[config.mk]
export PLATFORM = sky130hd
export DESIGN_NAME = mem_resp_sram
export DESIGN_NICKNAME = d
export VERILOG_FILES = /design/src/rtl/mem_resp_sram.sv
export SDC_FILE = /design/constraint.sdc
export NUM_CORES = 2
export LEC_CHECK = 0
export CAP_MARGIN = 25
export CORE_MARGIN = 2
export CORE_UTILIZATION = 50
export CTS_CLUSTER_SIZE = 24
export DETAILED_ROUTE_END_ITERATION = 12
export PLACE_DENSITY_LB_ADDON = 0.08
export SLEW_MARGIN = 20
export SYNTH_ARGS = -nofsm -noshare
export SYNTH_HDL_FRONTEND = slang
export SYNTH_SLANG_ARGS = --single-unit
[constraint.sdc]
create_clock -name i_clk -period 3.2 [get_ports i_clk]
set_input_delay 0.32 -clock i_clk [delete_from_list [all_inputs] [get_ports i_clk]]
set_output_delay 0.32 -clock i_clk [all_outputs]
set_load 0.02 [all_outputs]
[src/rtl/mem_resp_sram.sv]
// Fixed-latency SRAM responder on the data-cache arbiter's downstream mem_* request port.
// Latency: termination pulse (mem_ack or mem_exception) exactly LATENCY cycles after mem_req.
// Backpressure: none; one transfer at a time, mem_req while busy is ignored, no turnaround bubble.

`ifndef RW
`define RW 16
`endif
`ifndef WB_ADDR_W
`define WB_ADDR_W 24
`endif

module mem_resp_sram #(
    parameter int                     DEPTH_LOG2 = 8,
    parameter int                     LATENCY    = 2,
    parameter logic [`WB_ADDR_W-1:0]  BASE_ADDR  = '0
) (
    input  logic                  i_clk,
    input  logic                  i_rst_n,
    input  logic                  mem_req,
    input  logic                  mem_we,
    input  logic [`WB_ADDR_W-1:0] mem_addr,
    input  logic [`RW-1:0]        mem_o_data,
    input  logic [1:0]            mem_sel,
    input  logic                  mem_cache_enable,
    output logic                  mem_ack,
    output logic [`RW-1:0]        mem_i_data,
    output logic                  mem_exception
);

    localparam int AW    = `WB_ADDR_W;
    localparam int DW    = `RW;
    localparam int DEPTH = 1 << DEPTH_LOG2;

    // Counter is loaded with LATENCY-1; LATENCY is at most 15, so 4 bits suffice.
    localparam logic [3:0]  LAT_M1 = 4'(LATENCY - 1);
    // One bit wider than the address so BASE_ADDR + DEPTH cannot wrap.
    localparam logic [AW:0] LIMIT  = {1'b0, BASE_ADDR} + ((AW+1)'(1) << DEPTH_LOG2);

    typedef enum logic {
        IDLE = 1'b0,
        WAIT = 1'b1
    } state_t;

    state_t     state;
    state_t     state_nxt;
    logic [3:0] cnt;
    logic [3:0] cnt_nxt;
    logic       fire;

    logic [DW-1:0]         storage [DEPTH];
    logic [AW-1:0]         offset;
    logic [DEPTH_LOG2-1:0] idx;
    logic                  in_range;
    logic                  wr_en;

    // Cacheability hint is accepted but has no effect on this responder.
    logic unused_bits;
    assign unused_bits = ^{mem_cache_enable, offset};

    assign offset   = mem_addr - BASE_ADDR;
    assign idx      = offset[DEPTH_LOG2-1:0];
    assign in_range = (mem_addr >= BASE_ADDR) && ({1'b0, mem_addr} < LIMIT);

    // State and latency counter register.
    always_ff @(posedge i_clk or negedge i_rst_n) begin
        if (!i_rst_n) begin
            state <= IDLE;
            cnt   <= '0;
        end else begin
            state <= state_nxt;
            cnt   <= cnt_nxt;
        end
    end

    // Next state: a request in IDLE starts the count; WAIT counts down and
    // returns to IDLE after its final (termination) cycle. Requests in WAIT are ignored.
    always_comb begin
        state_nxt = state;
        cnt_nxt   = cnt;
        case (state)
            IDLE: begin
                if (mem_req) begin
                    state_nxt = WAIT;
                    cnt_nxt   = LAT_M1;
                end
            end
            WAIT: begin
                if (cnt != 4'd0) begin
                    cnt_nxt = cnt - 4'd1;
                end else begin
                    state_nxt = IDLE;
                end
            end
            default: begin
                state_nxt = IDLE;
                cnt_nxt   = '0;
            end
        endcase
    end

    // The cycle spent in WAIT with a zero counter is the termination cycle; its
    // registered outputs are loaded on the edge that enters it.
    always_comb begin
        fire  = (state_nxt == WAIT) && (cnt_nxt == 4'd0);
        wr_en = fire && mem_we && in_range;
    end

    // Byte-lane write into storage; contents are intentionally not reset.
    always_ff @(posedge i_clk) begin
        if (wr_en) begin
            if (mem_sel[0]) storage[idx][7:0]  <= mem_o_data[7:0];
            if (mem_sel[1]) storage[idx][15:8] <= mem_o_data[15:8];
        end
    end

    // Registered termination pulses and read data, zero outside in-range read acks.
    always_ff @(posedge i_clk or negedge i_rst_n) begin
        if (!i_rst_n) begin
            mem_ack       <= 1'b0;
            mem_exception <= 1'b0;
            mem_i_data    <= '0;
        end else begin
            mem_ack       <= fire && in_range;
            mem_exception <= fire && !in_range;
            mem_i_data    <= (fire && in_range && !mem_we) ? storage[idx] : '0;
        end
    end

endmodule

; Word-level counts from Yosys, hierarchy flattened
; Memory sizes are Yosys's and may differ from the RTL's.
; Cells that the tools add are included.
[op_classes]
n_bitwise = 1
addsub = 1
mux = 13
n_reduce_logical = 11
n_lt_le_gt_ge = 2
[ops]
columns = op, count
row1 = "24-bit by 1-bit >= comparator with 1-bit output, second input constant", 1
row2 = "24-bit by 9-bit less-than comparator with 1-bit output, second input constant", 1
row3 = 16-bit 2-to-1 mux, 1
row4 = 1-bit 2-to-1 mux, 8
row5 = 4-bit 2-to-1 mux, 2
row6 = 4-bit one-hot mux with 2 select lines, 1
row7 = 1-bit logical AND, 7
row8 = 4-bit logical NOT, 1
row9 = 4-bit nonzero test, 1
row10 = "4-bit by 1-bit subtractor with 4-bit output, second input constant", 1
row11 = 1-bit logical NOT, 2
row12 = 1-bit one-hot mux with 2 select lines, 1
row13 = 1-bit NOT, 1
[totals]
memories = 1
regBits = 23
inputBits = 47
output_inout_bits = 18
ramBits = 4096
[mem_list]
columns = name, words, word_bits, rd, rd_ports_with_merged_regs, wr, line
row1 = storage, 256, 16, 1, 0, 1, 50  ; logic [DW-1:0] storage [DEPTH];

; Depth between registers and ports, before layout
[logic_depth]
depth_word = 9
ltp_mapped = 14

; Least setup slack after synthesis
; OpenSTA, ideal clock, no wires.
[synth_timing]
path_type = reg2reg
startpoint = register cnt[0]
endpoint = memory storage[27][0] in the netlist's numbering (enable)
setup_ns = 0.370
period_less_slack_ns = 3.186
path_buffers = 3
stages_incl_launch_ff = 12
slack_ns = 0.014
arrival_ns = 2.816
path_cell_list = dfrtp_1 inv_1 ha_1 xor2_1 or4_1 nor2_1 and3_1 clkbuf_1 buf_2 nand3_1 clkbuf_1 nor2_1
[synth_via]
elab_chain_len = 9
word_cells_on_any_way = 13
[synth_lines]
columns = element, line
row1 = from (decl), 46  ; logic [3:0] cnt;
row2 = from (signal assigned), 71  ; cnt <= cnt_nxt;
row3 = 4-bit by 1-bit subtractor with 4-bit output / 4-bit nonzero test (equally long branches), "89, 88"
row4 = 4-bit 2-to-1 mux, 88  ; if (cnt != 4'd0) begin
row5 = 4-bit one-hot mux with 2 select lines, 80  ; case (state)
row6 = 4-bit logical NOT, 104  ; fire = (state_nxt == WAIT) && (cnt_nxt == 4'd0);
row7 = 1-bit logical AND (*), 104
row8 = 1-bit logical AND (*) (2 in series), 105  ; wr_en = fire && mem_we && in_range;
row9 = 1-bit 2-to-1 mux (*), 110  ; if (wr_en) begin
row10 = 1-bit 2-to-1 mux (implied by the code) (*), 111  ; if (mem_sel[0]) storage[idx][7:0] <= mem_o_data[7:0];
row11 = to (decl), 50
; Every way passes the cells marked *; elsewhere a longest branch is shown, timed or not.

; Worst setup path in the final report
[layout_timing]
startpoint = register cnt[0]
endpoint = register mem_i_data[11]
[layout_via]
elab_chain_len = 8
word_cells_on_any_way = 12
[layout_lines]
columns = element, line
row1 = 4-bit by 1-bit subtractor with 4-bit output / 4-bit nonzero test (equally long branches), "89, 88"
row2 = 4-bit 2-to-1 mux, 88
row3 = 4-bit one-hot mux with 2 select lines, 80
row4 = 4-bit logical NOT, 104
row5 = 1-bit logical AND (*), 104
row6 = 1-bit logical AND (*) (2 in series), 125  ; mem_i_data <= (fire && in_range && !mem_we) ? storage[idx] : '0;
row7 = 16-bit 2-to-1 mux (*), 125
row8 = to (signal assigned), 125
row9 = to (decl), 26  ; output logic [`RW-1:0] mem_i_data,
; Marked as above.

==> Flow_metrics.wiki <==
{| class="wikitable"
! Metric !! Value
|-
| Type of the worst setup path || reg -> reg
|-
| Worst slew margin relative to its limit || 0.359
|-
| Total clock buffers created by CTS || 419
|-
| Synthesized area per cell || 23.3 µm²
|-
| Pin count of the biggest net entering global routing || 106
|-
| CP top delay family || simple AND/OR/NAND/NOR gates
|-
| Flip-flop cell with the highest count after synthesis || sky130_fd_sc_hd__edfxtp_1
|-
| Detail Placement HPWL || 269000 µm
|-
| Crit Path Max Fanout || 14
|-
| Critical-path cell list || inv_2, ha_4, nand2_2, or4_4, or3_4, buf_12, buf_16, nor3_1, buf_4, and4_1
|-
| Post-detailed-route DRC marker count || 0
|-
| DIE AREA || 322000 µm²
|-
| Largest stage delay on the critical path || 620 ps
|-
| Final routed wirelength across all metal layers || 419000 µm
|-
| Peak Freq || 317 MHz
|-
| Final setup violation count || 0
|-
| Net count after synthesis || 6871
|-
| Max Clock Skew || 37.9 ps
|-
| Proportion of register bits with asynchronous set or reset after synthesis || 0.00558
|-
| Clock-pin slew of the registers on the worst-case setup and hold paths || 60 ps
|-
| Maximum VDD drop || 0.000478 V
|-
| Leakage Power || 60.9 nW
|-
| Pwr/cell area || 600 nW/µm²
|-
| Wire length of the first global-routing pass || 595000 µm
|-
| Final Power || 113 mW
|-
| Clock tree from TritonCTS || done
|-
| Arrival time worst endpoint || 4030 ps
|-
| First-pass DRT Iterations || 6
|-
| Total Nets Final || 8277
|-
| Max-cap check violation count || 0
|-
| Area growth from synthesis to layout || 18.5%
|-
| H-Tree Depth || 5
|-
| Latest clock arrival within the worst-skew pair || 960 ps
|-
| Fill cell total of the finished layout || 22541
|-
| Via count of the first global-routing pass || 79135
|-
| Routed vias || 77903
|-
| Antenna violations before repair || 12
|-
| Starting utilization of the core area || 0.504
|-
| Number of cells in the design after placement || 11948
|-
| Worst hold path class || in -> reg
|-
| Post-synthesis register bit count || 4119
|-
| Status || completed
|-
| Number of vias per cell after detailed routing || 6.12
|-
| Cell Area, Synth || 159000 µm²
|-
| CP Capture Type || flop
|-
| Final hold violations || 0
|-
| Startpoint class of the critical path || flop
|-
| Yosys synthesis warning count || 0
|-
| Buffer cell driving the clock tree root || sky130_fd_sc_hd__clkbuf_16
|-
| Height of the chip || 568 µm
|-
| WP data required || 4080 ps
|-
| Routed wire length per instance || 32.9 µm
|-
| Sequential-to-total area share from yosys stat || 0.778
|-
| Clock buffer depth || 4
|-
| Min Tclk post-route || 3150 ps
|-
| Unrepaired setup endpoints after global routing || yes
|-
| Final cell count without fillers || 12735
|-
| Measured slew at the worst slew-check pin || 962 ps
|-
| Post-synthesis cell type count || 53
|-
| Standard-cell row count || 206
|-
| Remaining antenna violation count after routing || 0
|-
| Seq. cell area || 124000 µm²
|-
| PortBufs || 63
|-
| Max Transition Viols Final || 0
|-
| Gate Count Post-Synth || 6823
|-
| Number of clock sinks seen by CTS || 4119
|-
| Core ar. || 315000 µm²
|-
| Final weighted congestion in routability-driven placement || 0.837
|-
| Number of top-level pins || 65
|-
| Total congestion overflow after global routing || 0
|-
| Period Utilization, post-route || 0.985
|-
| Die Width || 568 µm
|-
| Number of flops mapped to enable cells by yosys || 4096
|-
| Fraction of final layout cells sized beyond drive strength 1 || 0.377
|-
| Total global-route track usage || 0.260
|-
| Footprint of the multi-input gates || 33400 µm²
|-
| Critical-path cell with the highest stage delay || sky130_fd_sc_hd__nor3_1
|-
| CP Buf/Inv Count || 4
|-
| First DRT Iteration DRCs || 8708
|}
## state kept, by name, indices dropped and copies added (netlist names)
name and count:
storage 4096, state 1, mem_ack 1, mem_exception 1, mem_i_data 16, cnt 4
## stage by stage
| step | cell area, µm² | worst slack [ps] | utilization | setup TNS, ps | hold WS [ps] |
|---|---|---|---|---|---|
| final | 188000 | 47.3 | 0.597 | 0 | 23.1 |
| after global routing | 188000 | -9.63 | 0.597 | -9.63 | 59.5 |
| after CTS | 188000 | 15.6 | 0.596 | 0 | 11.6 |
| after detailed placement | 175000 | -834 | 0.553 | -8830 | 511 |
| after global placement | 175000 | -812 | 0.553 | -15360 | 510 |
| after floorplan | 159000 | 13.8 | - | 0 | 24.4 |
## synth_stat cells, drive strengths merged, types with 17 or more instances
library cell  number  area share
a21oi             26     0.00082
a221oi            20      0.0011
a22oi             86      0.0041
buf              218      0.0094
clkbuf           201      0.0047
dfrtp             23      0.0036
edfxtp          4096        0.77
mux2              17      0.0012
mux2i             67      0.0042
mux4            1215        0.17
nand2             48      0.0011
nand3             62      0.0020
nor2             541       0.013
nor2b             21     0.00083
o21ai             19     0.00060
o22ai             30      0.0012
## kinds of logic after synthesis
logic type                 synth area share
adders and majority gates         0.0000787
buffers and inverters                0.0142
AOI/OAI and AO/OA                    0.0111
xor gates and xnor gates          0.0000551
DFF                                   0.778
muxes                                 0.178
and+or+nand+nor                      0.0192
## repair_timing
item,4_1_cts,5_1_grt
hold buffers,14,1
setup endpoints to repair,1013,1203
endpoints found under the hold margin,559,9
buffers inserted,0,4
pin swaps,4,6
gates resized for setup,14,22
## worst reg2reg max path, cell delays in order (launching register included)
cell,delay (ps)
sky130_fd_sc_hd__dfrtp_1,400
sky130_fd_sc_hd__inv_2,80
sky130_fd_sc_hd__ha_4,270
sky130_fd_sc_hd__nand2_2,40
sky130_fd_sc_hd__or4_4,520
sky130_fd_sc_hd__or3_4,360
sky130_fd_sc_hd__buf_12,160
sky130_fd_sc_hd__buf_16,170
sky130_fd_sc_hd__nor3_1,630
sky130_fd_sc_hd__buf_4,210
sky130_fd_sc_hd__and4_1,230
## final timing paths
kind                                    start         endpoint  slack (ps)  cells past startpoint
max in group asynchronous             i_rst_n    mem_i_data[5]        2310                      4
worst min-delay path            mem_o_data[9]  storage[118][9]          20                      1
min in group asynchronous             i_rst_n            state         370                      3
worst max-delay path                   cnt[0]   mem_i_data[11]          50                     10
worst max register to register         cnt[0]   mem_i_data[11]          50                     10
worst min register to register         cnt[0]           cnt[0]         620                      2
## layout make-up
type / count / share of cell area
flip-flops and latches: 4119 / 0.656
multi-input cells: 2281 / 0.177
repair buffers: 1404 / 0.0680
clock buffers: 520 / 0.0581
well taps: 4160 / 0.0276
clock inverters: 243 / 0.0129
inverters: 4 / 0.0000797
diodes: 4 / 0.0000531
## layout by cell type, fill, tap and decap left out, types with 8 or more instances in the layout
cell                              netlist  layout
sky130_fd_sc_hd__bufinv_16              0      35
sky130_fd_sc_hd__nor3_1                 8       8
sky130_fd_sc_hd__a31oi_1               11      10
sky130_fd_sc_hd__nor2b_1               21      15
sky130_fd_sc_hd__a21oi_1               26      26
sky130_fd_sc_hd__nand3_2                0      16
sky130_fd_sc_hd__o21ai_0               17      16
sky130_fd_sc_hd__a211oi_1               9       8
sky130_fd_sc_hd__clkinvlp_4             0      18
sky130_fd_sc_hd__dfrtp_1               23      23
sky130_fd_sc_hd__nor2_1               541     534
sky130_fd_sc_hd__mux2_2                17      17
sky130_fd_sc_hd__nand3_1               62      46
sky130_fd_sc_hd__clkbuf_16              0     419
sky130_fd_sc_hd__clkdlybuf4s50_1        0      39
sky130_fd_sc_hd__nor4_1                 9       8
sky130_fd_sc_hd__nand2b_1              10       9
sky130_fd_sc_hd__nand2_2                0      13
sky130_fd_sc_hd__clkinv_2               0      79
sky130_fd_sc_hd__clkbuf_8               0      23
sky130_fd_sc_hd__clkinv_1               0      81
sky130_fd_sc_hd__a22o_1                11      11
sky130_fd_sc_hd__mux4_2              1215    1215
sky130_fd_sc_hd__buf_4                 63    1163
sky130_fd_sc_hd__o22ai_1               30      30
sky130_fd_sc_hd__clkbuf_1             201      94
sky130_fd_sc_hd__dlygate4sd3_1          0      15
sky130_fd_sc_hd__a22oi_1               86      86
sky130_fd_sc_hd__a221oi_1              20      20
sky130_fd_sc_hd__mux2i_1               67      67
sky130_fd_sc_hd__nand2_1               48      35
sky130_fd_sc_hd__buf_12                 1     156
sky130_fd_sc_hd__edfxtp_1            4096    4096
## report_power, final
part | switching [mW] | internal [mW]
combinational | 3.57 | 2.45
clock | 20.5 | 27.1
sequential | 0.0381 | 59.3
total | 24.1 | 88.9
## routing by layer
metal  vias up  GRT usage  wire (µm)
met3       610     0.0352      26900
met4         0     0.0727      13100
met5         -          0          0
met2      2919      0.428     207000
met1     42435      0.370     172000
li1      31939          -          -
Power figures use the tool's default switching activity.
